[config.mk]
export PLATFORM = sky130hd
export DESIGN_NAME = debug_dump_unit
export DESIGN_NICKNAME = d
export VERILOG_FILES = /design/src/rtl/debug_pkg.sv /design/src/rtl/debug_word_serializer.sv /design/src/rtl/debug_dump_unit.sv
export SDC_FILE = /design/constraint.sdc
export NUM_CORES = 1
export LEC_CHECK = 0
export ABC_AREA = 1
export BUFFER_PORTS_ARGS = -buffer_cell sky130_fd_sc_hd__buf_4
export CORE_UTILIZATION = 53
export CTS_CLUSTER_DIAMETER = 120
export DETAILED_ROUTE_END_ITERATION = 7
export PLACE_DENSITY = 0.84
export SYNTH_ARGS = -nofsm -noshare
export SYNTH_HDL_FRONTEND = slang
export SYNTH_SLANG_ARGS = --single-unit
[constraint.sdc]
create_clock -name clock -period 2.3 [get_ports clock]
set_input_delay 0.23 -clock clock [delete_from_list [all_inputs] [get_ports clock]]
set_output_delay 0.23 -clock clock [all_outputs]
set_load 0.03 [all_outputs]
[src/rtl/debug_pkg.sv]
// Shared encodings and constants for the post-halt debug dump path.
// The frame-length constant is shared with the host-side capture script.
package debug_pkg;

  typedef enum logic [2:0] {
    ST_IDLE,
    ST_ADDR,
    ST_WAIT_RD,
    ST_LOAD,
    ST_SEND,
    ST_WAIT_TX,
    ST_NEXT,
    ST_DONE
  } state_t;

  typedef enum logic [1:0] {
    PH_PC,
    PH_REG,
    PH_MEM
  } phase_t;

  localparam int NB_BYTE_CNT = 2;
  localparam int FRAME_BYTES = 260;

  function automatic int frame_len(input int n_reg, input int n_mem);
    return 4 * (1 + n_reg + n_mem);
  endfunction

endpackage

[src/rtl/debug_word_serializer.sv]
// Holds one dump word and hands it to tx_uart MSB byte first.
// Flags word_done on the done tick that completes the last byte.
module debug_word_serializer
  import debug_pkg::*;
#(
  parameter int NB_DATA = 32,
  parameter int NB_BYTE = 8
) (
  input  logic               clock,
  input  logic               reset,
  input  logic               load_i,
  input  logic [NB_DATA-1:0] load_data_i,
  input  logic               send_i,
  input  logic               wait_tx_i,
  input  logic               tx_done_tick_i,
  output logic [NB_BYTE-1:0] tx_data_o,
  output logic               tx_start_o,
  output logic               byte_done_o,
  output logic               word_done_o
);

  localparam logic [NB_BYTE_CNT-1:0] LAST_BYTE = NB_BYTE_CNT'(NB_DATA / NB_BYTE - 1);

  logic [NB_DATA-1:0]     shift_q;
  logic [NB_BYTE_CNT-1:0] byte_cnt_q;

  // Done ticks only count while a frame is actually outstanding.
  assign byte_done_o = wait_tx_i && tx_done_tick_i;
  assign word_done_o = byte_done_o && (byte_cnt_q == LAST_BYTE);
  assign tx_data_o   = shift_q[NB_DATA-1 -: NB_BYTE];
  assign tx_start_o  = send_i;

  always_ff @(posedge clock or negedge reset) begin
    if (!reset) begin
      shift_q    <= '0;
      byte_cnt_q <= '0;
    end else if (load_i) begin
      shift_q    <= load_data_i;
      byte_cnt_q <= '0;
    end else if (byte_done_o) begin
      shift_q    <= {shift_q[NB_DATA-NB_BYTE-1:0], {NB_BYTE{1'b0}}};
      byte_cnt_q <= byte_cnt_q + 1'b1;
    end
  end

endmodule

[src/rtl/debug_dump_unit.sv]
// Streams PC, register file and the first data-memory words to tx_uart
// after a halt; owns the phase/word sequencing and the debug read ports.
//
// state   | meaning
// --------+-----------------------------------------------------------
// IDLE    | waiting for start_i; PC word latched on start
// ADDR    | drive register/memory read address from word_cnt
// WAIT_RD | hold address while the synchronous read completes
// LOAD    | capture read data into the serializer
// SEND    | one-cycle tx_start pulse for the current byte
// WAIT_TX | wait for tx_done_tick, then next byte or NEXT
// NEXT    | advance word_cnt / phase, or finish
// DONE    | one-cycle done pulse
module debug_dump_unit
  import debug_pkg::*;
#(
  parameter int NB_DATA     = 32,
  parameter int N_REGISTER  = 32,
  parameter int N_MEM_WORDS = 32,
  parameter int NB_PC       = 7,
  parameter int NB_MEM_ADDR = 7,
  parameter int NB_BYTE     = 8
) (
  input  logic                   clock,
  input  logic                   reset,
  input  logic                   start_i,
  input  logic [NB_PC-1:0]       pc_i,
  output logic [4:0]             reg_addr_o,
  input  logic [NB_DATA-1:0]     reg_data_i,
  output logic [NB_MEM_ADDR-1:0] mem_addr_o,
  input  logic [NB_DATA-1:0]     mem_data_i,
  output logic [NB_BYTE-1:0]     tx_data_o,
  output logic                   tx_start_o,
  input  logic                   tx_done_tick_i,
  output logic                   busy_o,
  output logic                   done_o
);

  // word_cnt must address every register and, shifted by two, every memory word
  localparam int NB_WC = (NB_MEM_ADDR - 2 > 5) ? NB_MEM_ADDR - 2 : 5;
  localparam logic [NB_WC-1:0] LAST_REG = NB_WC'(N_REGISTER - 1);
  localparam logic [NB_WC-1:0] LAST_MEM = NB_WC'(N_MEM_WORDS - 1);

  state_t             state_q, state_d;
  phase_t             phase_q, phase_d;
  logic [NB_WC-1:0]   word_cnt_q, word_cnt_d;

  logic               load;
  logic [NB_DATA-1:0] load_data;
  logic               byte_done;
  logic               word_done;
  logic               rd_active;

  always_ff @(posedge clock or negedge reset) begin
    if (!reset) begin
      state_q    <= ST_IDLE;
      phase_q    <= PH_PC;
      word_cnt_q <= '0;
    end else begin
      state_q    <= state_d;
      phase_q    <= phase_d;
      word_cnt_q <= word_cnt_d;
    end
  end

  always_comb begin
    state_d    = state_q;
    phase_d    = phase_q;
    word_cnt_d = word_cnt_q;
    case (state_q)
      ST_IDLE: begin
        if (start_i) begin
          phase_d    = PH_PC;
          word_cnt_d = '0;
          state_d    = ST_SEND;
        end
      end
      ST_ADDR:    state_d = ST_WAIT_RD;
      ST_WAIT_RD: state_d = ST_LOAD;
      ST_LOAD:    state_d = ST_SEND;
      ST_SEND:    state_d = ST_WAIT_TX;
      ST_WAIT_TX: begin
        if (word_done) begin
          state_d = ST_NEXT;
        end else if (byte_done) begin
          state_d = ST_SEND;
        end
      end
      ST_NEXT: begin
        state_d = ST_ADDR;
        case (phase_q)
          PH_PC: begin
            phase_d    = PH_REG;
            word_cnt_d = '0;
          end
          PH_REG: begin
            if (word_cnt_q == LAST_REG) begin
              phase_d    = PH_MEM;
              word_cnt_d = '0;
            end else begin
              word_cnt_d = word_cnt_q + 1'b1;
            end
          end
          default: begin
            if (word_cnt_q == LAST_MEM) begin
              state_d = ST_DONE;
            end else begin
              word_cnt_d = word_cnt_q + 1'b1;
            end
          end
        endcase
      end
      ST_DONE: state_d = ST_IDLE;
      default: state_d = ST_IDLE;
    endcase
  end

  // Addresses are only driven while a read is in flight, zero otherwise.
  assign rd_active  = (state_q == ST_ADDR) || (state_q == ST_WAIT_RD);
  assign reg_addr_o = (rd_active && phase_q == PH_REG) ? word_cnt_q[4:0] : '0;
  assign mem_addr_o = (rd_active && phase_q == PH_MEM) ?
                      {word_cnt_q[NB_MEM_ADDR-3:0], 2'b00} : '0;

  assign busy_o = (state_q != ST_IDLE);
  assign done_o = (state_q == ST_DONE);

  assign load = ((state_q == ST_IDLE) && start_i) || (state_q == ST_LOAD);

  always_comb begin
    load_data = {{(NB_DATA-NB_PC){1'b0}}, pc_i};
    if (state_q == ST_LOAD) begin
      load_data = (phase_q == PH_REG) ? reg_data_i : mem_data_i;
    end
  end

  debug_word_serializer #(
    .NB_DATA (NB_DATA),
    .NB_BYTE (NB_BYTE)
  ) u_serializer (
    .clock          (clock),
    .reset          (reset),
    .load_i         (load),
    .load_data_i    (load_data),
    .send_i         (state_q == ST_SEND),
    .wait_tx_i      (state_q == ST_WAIT_TX),
    .tx_done_tick_i (tx_done_tick_i),
    .tx_data_o      (tx_data_o),
    .tx_start_o     (tx_start_o),
    .byte_done_o    (byte_done),
    .word_done_o    (word_done)
  );

endmodule

After elaboration in Yosys (flattened, before gate mapping)
Cells that the tools add are included.
{ "totals": {"out_inout_bits": 23, "register_bits": 44} }
{ "op_classes": {"reduce_logical": 16, "add_sub_neg": 2, "eq_ne": 16, "muxes": 23} }
{ "ops": {"columns": ["cell", "n"], "rows": [
  ["$mux 32", 4],
  ["$pmux 3 s8", 1],
  ["$mux 5", 4],
  ["$pmux 5 s2", 2],
  ["$mux 3", 5],
  ["$eq 3x3->1 const B", 4],
  ["$ne 3x3->1 const B", 3],
  ["$mux 2", 4],
  ["$pmux 2 s2", 2],
  ["$mux 7", 1],
  ["$eq 3x2->1 const B", 2],
  ["$add 5x1->5 const B", 1],
  ["$eq 5x5->1 const B", 1],
  ["$logic_and 1x1->1", 5],
  ["$eq 2x2->1 const B", 2],
  ["$ne 4x4->1 const B", 1],
  ["$reduce_and 4->1", 1],
  ["$reduce_bool 2->1", 2],
  ["$eq 3x1->1 const B", 1],
  ["$logic_not 3->1", 1],
  ["$reduce_and 3->1", 1],
  ["$reduce_bool 3->1", 1],
  ["$add 2x1->2 const B", 1],
  ["$eq 2x1->1 const B", 1],
  ["other kinds (5)", 6]
]} }

Logic depth before layout (Yosys ltp)
{ "logic_depth": {"depth_word": 5, "depth_mapped": 10, "depth_no_buf": 10} }

Hierarchy
A second synthesis with hierarchy kept.
{ "hier_totals": {"hier_cells": 452, "area_unflattened_um2": 2946.6} }
{ "by_module_without_submodules": {"columns": ["mod", "cells_each", "area_each_um2", "instances"], "rows": [
  ["debug_word_serializer", 234, 1769.2, 1],
  ["debug_dump_unit", 218, 1177.4, 1]
]} }

Least setup slack after synthesis
OpenSTA, ideal clock, no wires.
{ "synth_timing": {"path_type": "flip-flop to output port", "startpoint": "reg phase_q[1]", "endpoint": "out reg_addr_o[0]", "path_slack_ns": 0.621, "stages_incl_launch_ff": 6, "path_buffers": 2, "t_arrival_ns": 1.449, "cell_sequence": "dfrtp_1 > buf_2 > nor2_2 > buf_2 > nand2_1 > nor2_1"} }
{ "synth_via": {"elab_chain_cells": 3} }
{ "synth_rtl": {"columns": ["item", "line", "text"], "rows": [
  ["from (decl)", "debug_dump_unit.sv:45", "phase_t phase_q, phase_d;"],
  ["from (signal assigned)", "debug_dump_unit.sv:61", "phase_q <= phase_d;"],
  ["$eq 2x1->1", "debug_dump_unit.sv:120", "assign reg_addr_o = (rd_active && phase_q == PH_REG) ? word_cnt_q[4:0] : '0;"],
  ["$logic_and 1x1->1", "debug_dump_unit.sv:120", null],
  ["$mux 5", "debug_dump_unit.sv:120", null],
  ["to (decl)", "debug_dump_unit.sv:28", "output logic [4:0] reg_addr_o,"]
]} }
Every way passes these cells.

Worst setup path in the final report
{ "layout_timing": {"startpoint": "reg phase_q[1]", "endpoint": "out reg_addr_o[3]"} }
The elaborated chain is that of the path after synthesis.

==> impl_metrics.tcl <==
set metrics [dict create \
    status "completed" \
    tritoncts "yes" \
    wl_per_cell_um 12.77 \
    total_power_mw 4.419 \
    finalCritPeriodShare_pct 88.94 \
    gp_congestion 0.8910 \
    hold_violations 0 \
    utilization_pct 70.75 \
    clock-root-buffer "clkbuf_8" \
    path_cells "nor2_2 -> nand2_1 -> nor2_1 -> buf_4" \
    port_buffers 95 \
    core_area_um2 5642 \
    hold_class "in -> reg" \
    max-vdd-ir-drop_v 0.0005912 \
    worst_ep_required_time_ns 2.07 \
    grt_max_degree 45 \
    clk_latency_ns 0.30 \
    finalNetCount 627 \
    fillCellCount 480 \
    power.internal_mw 2.345 \
    setup_violations 0 \
    io_pins 98 \
    setup_tns_ns 0 \
    worstSetupStartpointType "flop" \
    drive_above_1_share_pct 25.68 \
    drv_cap 0 \
    leakage_nw 2.484 \
    hpwlAfterDp_um 5633 \
    hold_buffers 1 \
    cts_resized 0 \
    finClkSkew_ns 0.01289 \
    first_global_vias 2860 \
    synth_area_leaders "dfrtp_1, nand2_1, nand3_1" \
    cp-startpoint "phase_q[1]$_DFFE_PN0P_" \
    grt_usage_pct 25.55 \
    area_growth_pct 25.74 \
    min_from "pc_i[6]" \
    p_sw_share_pct 46.92 \
    arrival_ns 1.82 \
    die_w_um 79.39 \
    cp_slowest_stage_delay_ns 0.50 \
    cts_sinks 44 \
    row_count 27 \
    antenna_found_initial 0 \
    grt_remaining_overflow 0 \
    drt-initial-drc-count 212 \
    numCtsBuffers 5 \
    place_area_um2 3822 \
    syn_avg_cell_area_um2 6.783 \
    timing.hold.ws_ns 0.1801 \
    p_seq_share_pct 28.3 \
    clkPwrFrac_pct 18.5 \
    antenna_left 0 \
    die-area_um2 6303 \
    cts.path.max_buffers 2 \
    n_antenna_cell 0 \
    syn_inst 468 \
    finalCriticalPeriod_ns 2.046 \
    synth_top_area_share_pct 34.69 \
    post_cts_buffers 0 \
    p_comb_share_pct 53.1 \
    worstSetupPathType "reg -> out" \
    r2r-start "phase_q[1]$_DFFE_PN0P_" \
    yosys_warnings 0 \
    worst_pin_slew_ns 0.5681 \
    cts.clk_slew.worst_paths_ns 0.08 \
    drt_wl_total_um 7929 \
    fmax_mhz 488.9 \
    syn-cell-area_um2 3174 \
    viasPerCell 5.074 \
    start_util_pct 56.27 \
    die_h_um 79.39 \
    dr.pass1.iters 5 \
    cts_htree_levels 2 \
    cp-end-kind "output pin" \
    num_vias 3151 \
    ys_seq_area_share_pct 34.69 \
    critPathSlowestCell "nor2_2" \
    synth_cell_types 28 \
    design_area_um2 3991 \
    p_per_area_nw_per_um2 1107 \
    synth_top_cell_by_area "dfrtp_1" \
    drcViolationCount 0 \
    grt_pass1_wl_um 12420 \
    slew_violations 0 \
    slew_headroom_pct 62.08 \
    grt_setup_unrepaired "false" \
    p_sw_mw 2.073 \
    crit_fanout 12 \
    synth-seq-cells 44 \
]
[power by group through the flow]
| stage | sequential (mW) | clock, mW | combinational (mW) |
|---|---|---|---|
| 6_report | 1.25 | 0.820 | 2.35 |
| 5_1_grt | 1.29 | 0.860 | 2.60 |
| 4_1_cts | 1.25 | 0.825 | 2.35 |
| 3_5_place_dp | 1.26 | 0 | 2.32 |
| 3_3_place_gp | 1.24 | 0 | 2.25 |
| 2_1_floorplan | 1.20 | 0 | 1.96 |
[cells by family after synthesis]
group                      synth area share, %
and+or+nand+nor                          45.29
buffers and inverters                    14.23
DFF                                      34.69
AOI/OAI and AO/OA                        4.099
adders and majority gates                1.577
other                                   0.1181
[cell type report]
type	count	area, um^2	share of cell area, %
multi-input combinational	331	1628	40.78
sequential	44	1101	27.59
timing repair buffer	102	768.2	19.25
inverter	64	245.2	6.144
clock inverter	3	90.09	2.257
tap	72	90.09	2.257
clock buffer	5	68.82	1.724
[cells in the final DEF, fill, tap and decap left out, types with 2 or more instances in the layout]
cell and instances:
nand2_1 189, buf_4 101, nand3_1 63, inv_1 61, dfrtp_1 44, nor2_1 21, nand2_4 21, o21ai_0 9
o211ai_1 7, clkbuf_8 5, ha_1 4, nor2_2 3, bufinv_16 3, inv_2 2, nand4_1 2, conb_1 2
[path summary, 6_finish.rpt]
kind	slack [ns]	depth (start not counted)	endpoint
setup / recovery	0.25	4	reg_addr_o[3]
hold reg to reg	0.48	2	u_serializer.shift_q[6]$_DFFE_PN0P_
min in group asynchronous	0.45	2	state_q[2]$_DFFE_PN0P_
setup reg to reg	0.42	8	u_serializer.shift_q[16]$_DFFE_PN0P_
max in group asynchronous	1.46	2	u_serializer.shift_q[18]$_DFFE_PN0P_
hold / removal	0.18	3	u_serializer.shift_q[6]$_DFFE_PN0P_
[worst max-delay path: cells and delay by family, from the launching register on]
family | cells | cell delay (ns)
and+or+nand+nor | 3 | 0.87
buffers and inverters | 1 | 0.17
DFF | 1 | 0.48
[cells in the mapped netlist (all sizes together)]
cell    number
nand2      210
dfrtp       44
nand4        2
inv         64
o22ai        1
ha           4
a21boi       1
nor2        25
o21ai       10
o211ai       7
conb         1
a21oi        2
clkbuf       3
nand3       65
buf         27
nor3         2
[routing by layer]
layer	part of all wire (%)	GRT usage [%]	vias to the layer above
met4	1.1	7.636	0
met2	51	46.81	124
li1	-	-	1582
met1	42	30.48	1436
met5	0	0	-
met3	6.1	4.114	9
[registers in the layout, indices dropped and copies added (netlist names)]
register / flops
u_serializer.shift_q: 32
word_cnt_q: 5
state_q: 3
phase_q: 2
u_serializer.byte_cnt_q: 2
[metrics by stage]
stage | cells | setup slack [ns]
after detailed placement | 612 | 0.4457
after global placement | 612 | 0.5363
after floorplan | 469 | 0.6209
after CTS | 621 | 0.3039
final | 621 | 0.2544
after global routing | 621 | 0.07621
No activity file was read; power rests on OpenSTA's default activity.
